<file path="src/rtl/fpu_pkg.sv">
// Shared definitions for the float/int conversion unit.
// Holds the binary32/int32 constants, the operation encoding and the
// payload record that travels down the three pipeline stages.
package fpu_pkg;

  localparam logic [7:0]  FP_BIAS      = 8'd127;
  localparam logic [7:0]  FP_EXP_MAX   = 8'hFF;
  localparam logic [31:0] INT_MAX      = 32'h7FFF_FFFF;
  localparam logic [31:0] INT_MIN      = 32'h8000_0000;
  localparam logic [7:0]  I2F_EXP_BASE = 8'd158;

  // Biased exponents bounding the in-range F2I window (E = 23 and E = 31).
  localparam logic [7:0]  F2I_EXP_INT  = FP_BIAS + 8'd23;
  localparam logic [7:0]  F2I_EXP_SAT  = FP_BIAS + 8'd31;
  // -2^31 as a float: the single E = 31 value that is exactly representable.
  localparam logic [31:0] FP_INT_MIN   = 32'hCF00_0000;

  typedef enum logic {
    OP_F2I = 1'b0,
    OP_I2F = 1'b1
  } op_e;

  // Stage payload. The tag rides in parallel registers because its width is
  // a parameter of the unit rather than of the package.
  typedef struct packed {
    logic        valid;
    op_e         op;
    logic        sign;     // negate the magnitude (F2I) / sign bit (I2F)
    logic        shl;      // 1: shift magnitude left, 0: shift right
    logic [4:0]  shamt;    // shift amount; for I2F also the leading-zero count
    logic [31:0] mag;      // magnitude, or the finished result for F2I specials
    logic        sticky;   // OR of bits dropped by a right shift
    logic        invalid;
    logic        inexact;
  } stage_t;

endpackage

</file>
<file path="src/rtl/fpu_lzc32.sv">
// 32-bit leading-zero counter, purely combinational.
// Built as a 5-level binary reduction: each node reports whether its half
// is all zero and the leading-zero count within it.
//   data  : value to scan
//   count : number of leading zeros (0..31, meaningful when zero = 0)
//   zero  : data is all zeros
module fpu_lzc32 (
  input  logic [31:0] data,
  output logic [4:0]  count,
  output logic        zero
);

  logic [15:0] z1;
  logic [15:0] c1;
  logic [7:0]  z2;
  logic [1:0]  c2 [8];
  logic [3:0]  z3;
  logic [2:0]  c3 [4];
  logic [1:0]  z4;
  logic [3:0]  c4 [2];

  // At every level: if the upper half is empty, the count is the half-width
  // plus the lower half's count; otherwise it is the upper half's count.
  for (genvar j = 0; j < 16; j++) begin : g_l1
    assign z1[j] = ~(data[2*j+1] | data[2*j]);
    assign c1[j] = ~data[2*j+1];
  end

  for (genvar j = 0; j < 8; j++) begin : g_l2
    assign z2[j] = z1[2*j+1] & z1[2*j];
    assign c2[j] = z1[2*j+1] ? {1'b1, c1[2*j]} : {1'b0, c1[2*j+1]};
  end

  for (genvar j = 0; j < 4; j++) begin : g_l3
    assign z3[j] = z2[2*j+1] & z2[2*j];
    assign c3[j] = z2[2*j+1] ? {1'b1, c2[2*j]} : {1'b0, c2[2*j+1]};
  end

  for (genvar j = 0; j < 2; j++) begin : g_l4
    assign z4[j] = z3[2*j+1] & z3[2*j];
    assign c4[j] = z3[2*j+1] ? {1'b1, c3[2*j]} : {1'b0, c3[2*j+1]};
  end

  assign zero  = z4[1] & z4[0];
  assign count = z4[1] ? {1'b1, c4[0]} : {1'b0, c4[1]};

endmodule

</file>
<file path="src/rtl/fpu_int_converter.sv">
// Pipelined binary32 <-> int32 conversion unit with valid/ready streams.
//   op = OP_F2I: float bits -> int32, round toward zero, saturating
//   op = OP_I2F: int32 -> float bits, round to nearest even
// Stages: S1 classify / abs + leading-zero count, S2 barrel shift,
// S3 round / negate / pack (the output register). One global stall.
// Ports:
//   clk, rst                   clock, synchronous active-high reset
//   in_valid/in_ready          operand handshake (in_ready = advance)
//   op, in_data, in_tag        operation, operand bits, opaque tag
//   out_valid/out_ready        result handshake
//   out_data, out_tag          result bits and the tag of that operation
//   out_invalid, out_inexact   F2I NaN/Inf/range error; result was rounded
module fpu_int_converter
  import fpu_pkg::*;
#(
  parameter int TAG_W = 4
) (
  input  logic             clk,
  input  logic             rst,
  input  logic             in_valid,
  output logic             in_ready,
  input  logic             op,
  input  logic [31:0]      in_data,
  input  logic [TAG_W-1:0] in_tag,
  output logic             out_valid,
  input  logic             out_ready,
  output logic [31:0]      out_data,
  output logic [TAG_W-1:0] out_tag,
  output logic             out_invalid,
  output logic             out_inexact
);

  logic             adv;
  stage_t           s1, s1_d, s2, s2_d;
  logic [TAG_W-1:0] tag1, tag2;

  // The whole pipe moves together; it only freezes while a result waits.
  assign adv      = !out_valid | out_ready;
  assign in_ready = adv;

  // ---------------- S1: classify (F2I) / abs + LZC (I2F) ----------------
  logic [31:0] abs_val;
  logic [4:0]  lz;
  logic        lz_zero;
  logic [7:0]  exp_f;
  logic [22:0] frac_f;

  // Two's-complement negate of 0x80000000 yields 0x80000000 = 2^31 unsigned.
  assign abs_val = in_data[31] ? (~in_data + 32'd1) : in_data;
  assign exp_f   = in_data[30:23];
  assign frac_f  = in_data[22:0];

  fpu_lzc32 u_lzc (
    .data  (abs_val),
    .count (lz),
    .zero  (lz_zero)
  );

  always_comb begin
    // NOTE: every combinational output gets a default first so that no
    // path through the branches can leave it unassigned and infer a latch.
    s1_d       = '0;
    s1_d.valid = in_valid;
    s1_d.op    = op_e'(op);
    s1_d.shl   = 1'b1;
    if (op_e'(op) == OP_I2F) begin
      // Zero leaves an all-zero payload, which S3 packs as +0.0.
      if (!lz_zero) begin
        s1_d.sign  = in_data[31];
        s1_d.shamt = lz;
        s1_d.mag   = abs_val;
      end
    end else if (exp_f == FP_EXP_MAX && frac_f != '0) begin
      s1_d.mag     = INT_MAX;
      s1_d.invalid = 1'b1;
    end else if (exp_f >= F2I_EXP_SAT) begin
      // Infinity and |x| >= 2^31 saturate; -2^31 itself is exact.
      if (in_data == FP_INT_MIN) begin
        s1_d.mag = INT_MIN;
      end else begin
        s1_d.mag     = in_data[31] ? INT_MIN : INT_MAX;
        s1_d.invalid = 1'b1;
      end
    end else if (exp_f < FP_BIAS) begin
      s1_d.inexact = |in_data[30:0];
    end else begin
      s1_d.sign = in_data[31];
      s1_d.mag  = {8'b0, 1'b1, frac_f};
      if (exp_f >= F2I_EXP_INT) begin
        s1_d.shamt = 5'(exp_f - F2I_EXP_INT);
      end else begin
        s1_d.shl   = 1'b0;
        s1_d.shamt = 5'(F2I_EXP_INT - exp_f);
      end
    end
  end

  // ---------------- S2: barrel shift ----------------
  logic [31:0] low_mask;

  always_comb begin
    s2_d     = s1;
    low_mask = ~(32'hFFFF_FFFF << s1.shamt);
    s2_d.mag = s1.shl ? (s1.mag << s1.shamt) : (s1.mag >> s1.shamt);
    // Bits below the shift amount; only lost when the shift is rightward,
    // which S3 accounts for.
    s2_d.sticky = s1.sticky | (|(s1.mag & low_mask));
  end

  // ---------------- S3: round / negate / pack ----------------
  logic [31:0] res_d;
  logic        inv_d, inx_d;
  logic [7:0]  i2f_exp;
  logic [23:0] i2f_mant;
  logic        round_up;

  always_comb begin
    res_d    = '0;
    inv_d    = 1'b0;
    inx_d    = 1'b0;
    i2f_exp  = I2F_EXP_BASE - {3'b0, s2.shamt};
    // Guard = mag[7], sticky = mag[6:0], lsb = mag[8]: ties go to even.
    round_up = s2.mag[7] & ((|s2.mag[6:0]) | s2.mag[8]);
    // A carry out of the 23-bit mantissa leaves it zero and bumps the exponent.
    i2f_mant = {1'b0, s2.mag[30:8]} + {23'b0, round_up};
    if (s2.op == OP_F2I) begin
      res_d = s2.sign ? -s2.mag : s2.mag;
      inv_d = s2.invalid;
      inx_d = s2.inexact | (s2.sticky & ~s2.shl);
    end else if (s2.mag[31]) begin
      res_d = {s2.sign, i2f_exp + {7'b0, i2f_mant[23]}, i2f_mant[22:0]};
      inx_d = |s2.mag[7:0];
    end
  end

  // ---------------- pipeline registers ----------------
  always_ff @(posedge clk) begin
    if (rst) begin
      // NOTE: only the valid bits and the visible outputs are reset; the
      // stage payloads are don't-care until their valid bit is set.
      s1.valid    <= 1'b0;
      s2.valid    <= 1'b0;
      out_valid   <= 1'b0;
      out_data    <= '0;
      out_tag     <= '0;
      out_invalid <= 1'b0;
      out_inexact <= 1'b0;
    end else if (adv) begin
      s1        <= s1_d;
      tag1      <= in_tag;
      s2        <= s2_d;
      tag2      <= tag1;
      out_valid <= s2.valid;
      // Bubbles leave the last result on the outputs.
      if (s2.valid) begin
        out_data    <= res_d;
        out_tag     <= tag2;
        out_invalid <= inv_d;
        out_inexact <= inx_d;
      end
    end
  end

endmodule

</file>
<file path="config.mk">
export PLATFORM = sky130hd
export DESIGN_NAME = fpu_int_converter
export DESIGN_NICKNAME = d
export VERILOG_FILES = /design/src/rtl/fpu_pkg.sv /design/src/rtl/fpu_lzc32.sv /design/src/rtl/fpu_int_converter.sv
export SDC_FILE = /design/constraint.sdc
export NUM_CORES = 1
export LEC_CHECK = 0
export ABC_CLOCK_PERIOD_IN_PS = 4900
export BUFFER_PORTS_ARGS = -buffer_cell sky130_fd_sc_hd__clkbuf_2
export CAP_MARGIN = 20
export CORE_MARGIN = 2
export CORE_UTILIZATION = 50
export DETAILED_ROUTE_END_ITERATION = 10
export MAX_ROUTING_LAYER = met4
export PLACE_DENSITY = 0.79
export SLEW_MARGIN = 25
export SYNTH_ARGS = -nofsm -noshare
export SYNTH_HDL_FRONTEND = slang
export SYNTH_SLANG_ARGS = --single-unit
</file>
<file path="constraint.sdc">
create_clock -name clk -period 4.9 [get_ports clk]
set_clock_uncertainty 0.05 [all_clocks]
set_input_delay 0.245 -clock clk [delete_from_list [all_inputs] [get_ports clk]]
set_output_delay 0.245 -clock clk [all_outputs]
set_load 0.02 [all_outputs]
</file>
==> results.yml, run 1 <==
clock_network:
  clkLatencyLatePin_ns: 0.43
  cts_tree: "built"
  htree_num_levels: 4
  post_cts.repair.setup_buffers: 0
  cts.path.max_buffers: 2
  cts_root_buffer: "clkbuf_16"
  clk_pin_slew_ns: 0.06
  cts_made_buffers: 17
  ctsHoldBuffers: 4
  post_cts_resized: 0
  clock_sinks: 134
worst_setup_path:
  cp.arrival_ns: 4.11
  path_class: "in -> reg"
  rrSetupSlack_ns: 1.52
  r2r_cells: 8
  rr_startpoint: "s2[5]$_DFFE_PP_"
  critical_path.startpoint_type: "input pin"
  crit_fanout: 19
  critical_path_required_ns: 4.99
  endpoint_kind: "flip-flop"
  worstReg2RegEnd: "out_data[29]$_SDFFE_PP0P_"
timing:
  hold_viol: 0
  fin_crit_ns: 4.025
  max_slew_margin_pct: 33.84
  final-setup-viol-count: 0
  tightest_slew_ns: 0.9924
  grt_setup_unrepaired: "false"
  fmaxAchievable_mhz: 248.5
  final_max_slew_viol_count: 0
  fin_crit_sh_pct: 82.14
  whs_ns: 0.009809
  tns_ns: 0
worst_hold_path:
  hold_path_class: "in -> reg"
  holdPathEnd: "s1[43]$_SDFFE_PP0N_"
  whs_path_depth: 3
  hp-start: "in_valid"
grt:
  grt_start_max_net_pins: 67
  grt_use_total_pct: 28.12
  grt_pass1_wl_mm: 54.24
  grt_pass1_vias: 10170
  antenna_found_initial: 0
  grt_overflow_total: 0
floorplanning:
  ioPinCount: 81
  die_w_um: 157.7
  rows: 56
  initial_core_util_pct: 50.61
  core-area_mm2: 0.02333
  fp.dieArea_mm2: 0.02486
  die_h_um: 157.7
status:
  outcome: "finished, final reports clean"
logic_synthesis:
  synthesis.area_mm2: 0.01181
  synthArstFlopShare_pct: 0
  synth_cell_types: 79
  synth-edff-count: 93
  synth_seq_cells: 134
  synth.avg_cell_area_um2: 8.581
  synth-seq-area-share_pct: 30.60
  syn_nets: 1429
  netlist_instances: 1376
  yosys_warnings: 0
  synth_flop_cell: "edfxtp_1"
route:
  wire_per_inst_um: 20.14
  drtAntennaViolNets: 0
  drt-vias-per-instance: 6.672
  vias: 11400
  drtIter0Drc: 1322
  first_pass_iters: 8
  wl_mm: 34.40
  drc: 0
pwr:
  power_density_mw_per_mm2: 296.6
  ir_worst_vdd_mv: 0.2613
  cellLeakagePower_nw: 4.681
final_layout:
  layout_common_cells: "nor2_1 (150), o21ai_0 (123), nand2_1 (113)"
  layout-drive-gt1-share_pct: 15.62
  layout.nets: 1429
  syn2layout_area_growth_pct: 9.611
  n_antenna_cell: 0
  final_common_cell: "nor2_1"
placed_design:
  place.port_buffers: 80
  dp_hpwl_mm: 24.65
  place_congestion: 1.013
run:
  maxCapViolCount: 0
[layout make-up]
type                            count  area, um^2
Clock buffer                       17       425.4
Clock inverter                     15       162.7
Fill cell                        2073       10390
Inverter                           31       116.4
Multi-Input combinational cell   1082        7590
Sequential cell                   134        3613
Tap cell                          319       399.1
Timing Repair Buffer              110       635.6
[cells by family after synthesis]
| family | Yosys count | synth area share [%] |
|---|---|---|
| adder cells (fa/ha/maj) | 12 | 1.272 |
| flip-flops | 134 | 30.60 |
| XOR/XNOR | 85 | 6.305 |
| buffers and inverters | 160 | 5.235 |
| AO/OA/AOI/OAI | 412 | 22.35 |
| multiplexers | 119 | 15.80 |
| AND/OR/NAND/NOR | 454 | 18.44 |
[report_power, final]
group          switching, W  internal, W  total (W)  leakage [nW]
Sequential         0.000151      0.00133    0.00148          1.26
Clock              0.000545     0.000721    0.00127         0.283
Combinational      0.000637     0.000457    0.00109          3.14
[Yosys cell counts, drive strengths merged, types with 5 or more instances]
cell	count	area, um^2
o22ai	29	181.4
clkbuf	107	402.9
o31ai	16	120.1
xnor2	43	376.6
edfxtp	93	2793
nand2	113	424.2
nor2	150	563.0
a31oi	10	62.56
inv	29	108.9
o311ai	12	105.1
buf	22	98.84
nand4	18	127.6
mux2	9	101.4
dfxtp	41	820.8
mux4	53	1194
a22oi	5	37.54
ha	12	150.1
a21oi	94	470.5
or4	17	131.4
a211oi	11	87.58
nand3	26	130.1
and2	9	56.31
and3	17	106.4
nand2b	7	43.79
o21ai	128	651.9
xor2	42	367.9
nor4	20	125.1
o211ai	12	90.09
o41ai	8	70.07
or3	16	100.1
a21boi	7	52.55
o221ai	29	254.0
nor3	36	180.2
or2	7	43.80
mux2i	57	570.6
[per-stage QoR]
step / setup slack, ns / util [%] / std cells / total power, W / cell area, um^2
floorplan: 1.059 / - / 1376 / 0.002262 / 11810
global placement: 0.6782 / 52.78 / 1672 / 0.002541 / 12310
detailed placement: 0.5488 / 52.78 / 1672 / 0.002557 / 12310
CTS: 0.9770 / 55.47 / 1708 / 0.003819 / 12940
global route: 0.7192 / 55.47 / 1708 / 0.003998 / 12940
finish: 0.8752 / 55.47 / 1708 / 0.003839 / 12940
[routing by layer]
metal	global-route usage [%]	share of wire, %	vias up
li1	-	-	5269
met1	36.55	41	5363
met2	44.39	47	664
met3	3.997	7.8	99
met4	11.43	4.1	0
met5	-	0	-
[state kept, by name, summed over array words and instances (netlist names)]
register,count
s2,44
s1,43
out_data,32
out_inexact,1
out_valid,1
tag1,4
out_tag,4
out_invalid,1
tag2,4
[worst max-delay path, stage by stage]
cell and delay, ns:
clkbuf_2 0.14, inv_1 0.10, ha_1 0.29, or3b_1 0.47, or4_1 0.81, or2_1 0.36
o31a_1 0.30, a211oi_2 0.40, nand4_4 0.25, o21ai_4 0.50, o21ai_0 0.23
[how the worst max path moves through the flow]
stage,cells past startpoint,endpoint,start
2_1_floorplan,3,s1[0]$_SDFFCE_PP0P_,out_valid$_SDFFE_PP0N_
3_3_place_gp,11,s1[29]$_DFFE_PP_,in_data[0]
3_5_place_dp,11,s1[32]$_DFFE_PP_,in_data[0]
4_1_cts,11,s1[34]$_DFFE_PP_,in_data[0]
5_1_grt,11,s1[34]$_DFFE_PP_,in_data[1]
6_report,11,s1[34]$_DFFE_PP_,in_data[1]
No activity file was read; power rests on OpenSTA's default activity.
==> run 2, diff against run 1 <==
--- a/config.mk
+++ b/config.mk
@@ -5,7 +5,7 @@
 export SDC_FILE = /design/constraint.sdc
 export NUM_CORES = 1
 export LEC_CHECK = 0
-export ABC_CLOCK_PERIOD_IN_PS = 4900
+export ABC_CLOCK_PERIOD_IN_PS = 3600
 export BUFFER_PORTS_ARGS = -buffer_cell sky130_fd_sc_hd__clkbuf_2
 export CAP_MARGIN = 20
 export CORE_MARGIN = 2
==> constraint.sdc (replaced) <==
create_clock -name clk -period 3.6 [get_ports clk]
set_clock_uncertainty 0.05 [all_clocks]
set_input_delay 0.18 -clock clk [delete_from_list [all_inputs] [get_ports clk]]
set_output_delay 0.18 -clock clk [all_outputs]
set_load 0.02 [all_outputs]
==> results.yml, run 2 (same netlist as run 1, synthesis figures left out) <==
timing:
  max_slew_margin_pct: 33.77
  fmaxAchievable_mhz: 300.8
  fin_crit_sh_pct: 92.34
  tightest_slew_ns: 0.9924
  layout_setup_ws_ns: 0.2757
  whs_ns: 0.1706
  fin_crit_ns: 3.324
  tns_ns: 0
  grt_setup_unrepaired: "false"
  final_max_slew_viol_count: 0
  final-setup-viol-count: 0
  hold_viol: 0
clock_network:
  cts.path.max_buffers: 2
  htree_num_levels: 4
  clk_pin_slew_ns: 0.06
  cts_tree: "built"
  post_cts.repair.setup_buffers: 0
  clkLatencyLatePin_ns: 0.42
  cts_root_buffer: "clkbuf_16"
  clock_sinks: 134
  cts_made_buffers: 17
worst_setup_path:
  critical_path_required_ns: 3.82
  max_stage_delay_ns: 0.62
  worstPathCellList: "inv_1, ha_1, or4b_2, nor3_1, nand2_1, o41ai_1, o21ai_0, xnor2_1, o221a_2, nor3_1"
  path_class: "reg -> reg"
  endpoint_kind: "flip-flop"
  rr_startpoint: "s2[3]$_DFFE_PP_"
  cp.arrival_ns: 3.54
  critPathLaunch: "s2[3]$_DFFE_PP_"
  crit_fanout: 5
  crit_path_frequent_cell: "nor3_1"
  cpMaxStageDelayCell: "or4b_2"
  critical_path.startpoint_type: "flip-flop"
pwr:
  power_density_mw_per_mm2: 397.6
  p_total_w: 0.005300
  ir_worst_vdd_mv: 0.3474
  cellLeakagePower_nw: 4.920
route:
  wl_met3_mm: 2.430
  drc: 0
  wire_per_inst_um: 20.07
  drtIter0Drc: 1326
  maxUsedRoutingLayer: "met4"
  drt-vias-per-instance: 6.576
  met1_length_mm: 14.37
  wl_mm: 35.25
  drtAntennaViolNets: 0
  wl_met2_mm: 16.86
  vias: 11550
  first_pass_iters: 6
floorplanning:
  rows: 56
  fp.dieArea_mm2: 0.02486
  core-area_mm2: 0.02333
  initial_core_util_pct: 50.61
  die_h_um: 157.7
  ioPinCount: 81
  die_w_um: 157.7
final_layout:
  final_cells: 1756
  final_common_cell: "nor2_1"
  top_register: "s2"
  largest_reg_flops: 44
  layout_common_cells: "nor2_1 (150), o21ai_0 (123), nand2_1 (113)"
  top_regs: "s2 x44, s1 x43, out_data x32"
  register_area_mm2: 0.003613
  multi_input_area_mm2: 0.007585
  layout.nets: 1477
  n_fill_cell: 2044
  layout-drive-gt1-share_pct: 18.30
  n_antenna_cell: 0
  syn2layout_area_growth_pct: 12.91
status:
  outcome: "finished, final reports clean"
grt:
  grt_pass1_wl_mm: 56.32
  grt_use_total_pct: 29.51
  grt_start_max_net_pins: 94
  grt_pass1_vias: 10450
  antenna_found_initial: 0
  grt_overflow_total: 0
placed_design:
  place.port_buffers: 80
  dp.cells: 1719
  place_ws_ns: 0.01829
  dp_hpwl_mm: 26.01
  place_congestion: 1.031
worst_hold_path:
  hp-start: "in_data[14]"
  hold_path_class: "in -> reg"
run:
  maxCapViolCount: 0
[run 2: cell types whose count changed in the layout (fill, tap and decap cells not counted), sizes merged]
cell         change
buf             +47
bufinv           +1
clkinvlp         +1
dlygate4sd3      +1
inv              -2
[run 2: worst max-delay path: cells and delay by family (launching register included)]
| family | cells | cell delay, ns |
|---|---|---|
| DFF | 1 | 0.43 |
| adders and majority gates | 1 | 0.19 |
| and+or+nand+nor | 4 | 1.20 |
| AOI/OAI and AO/OA | 3 | 0.94 |
| buffers and inverters | 1 | 0.11 |
| xor gates and xnor gates | 1 | 0.25 |
[run 2: metrics by stage]
stage          util (%)  instance area, um^2
3_5_place_dp      54.38                12690
2_1_floorplan         -                11820
4_1_cts           57.14                13330
5_1_grt           57.14                13330
3_3_place_gp      54.38                12690
6_report          57.14                13330
[run 2: path summary, 6_finish.rpt]
check | endpoint | slack, ns | cells after the start
worst max-delay path | out_data[30]$_SDFFE_PP0P_ | 0.28 | 10
worst min-delay path | s1[17]$_DFFE_PP_ | 0.17 | 3
worst max register to register | out_data[30]$_SDFFE_PP0P_ | 0.28 | 10
worst min register to register | tag2[0]$_DFFE_PP_ | 0.37 | 0
[run 2: report_power, final]
| group | switching, W | leakage (nW) | total [W] | internal (W) |
|---|---|---|---|---|
| registers | 0.000198 | 1.26 | 0.00200 | 0.00181 |
| logic | 0.000895 | 3.38 | 0.00156 | 0.000662 |
| clock network | 0.000704 | 0.282 | 0.00174 | 0.00103 |
[run 2: area by class of cell]
| class | count | share of cell area, % |
|---|---|---|
| clock buffer | 17 | 3.191 |
| clock inverter | 15 | 1.267 |
| inverter | 31 | 0.8728 |
| multi-input combinational | 1082 | 56.89 |
| sequential | 134 | 27.10 |
| tap | 319 | 2.994 |
| timing repair buffer | 158 | 7.677 |
[run 2: timing repair]
item	in CTS	in global routing
endpoints found under the hold margin	5	0
hold buffers	5	0
resized for setup	0	0
[run 2: per-layer routing]
metal | vias to the layer above | global-route usage, %
met5 | - | -
met4 | 0 | 14.20
met3 | 110 | 3.422
met2 | 600 | 46.17
met1 | 5481 | 38.34
li1 | 5356 | -
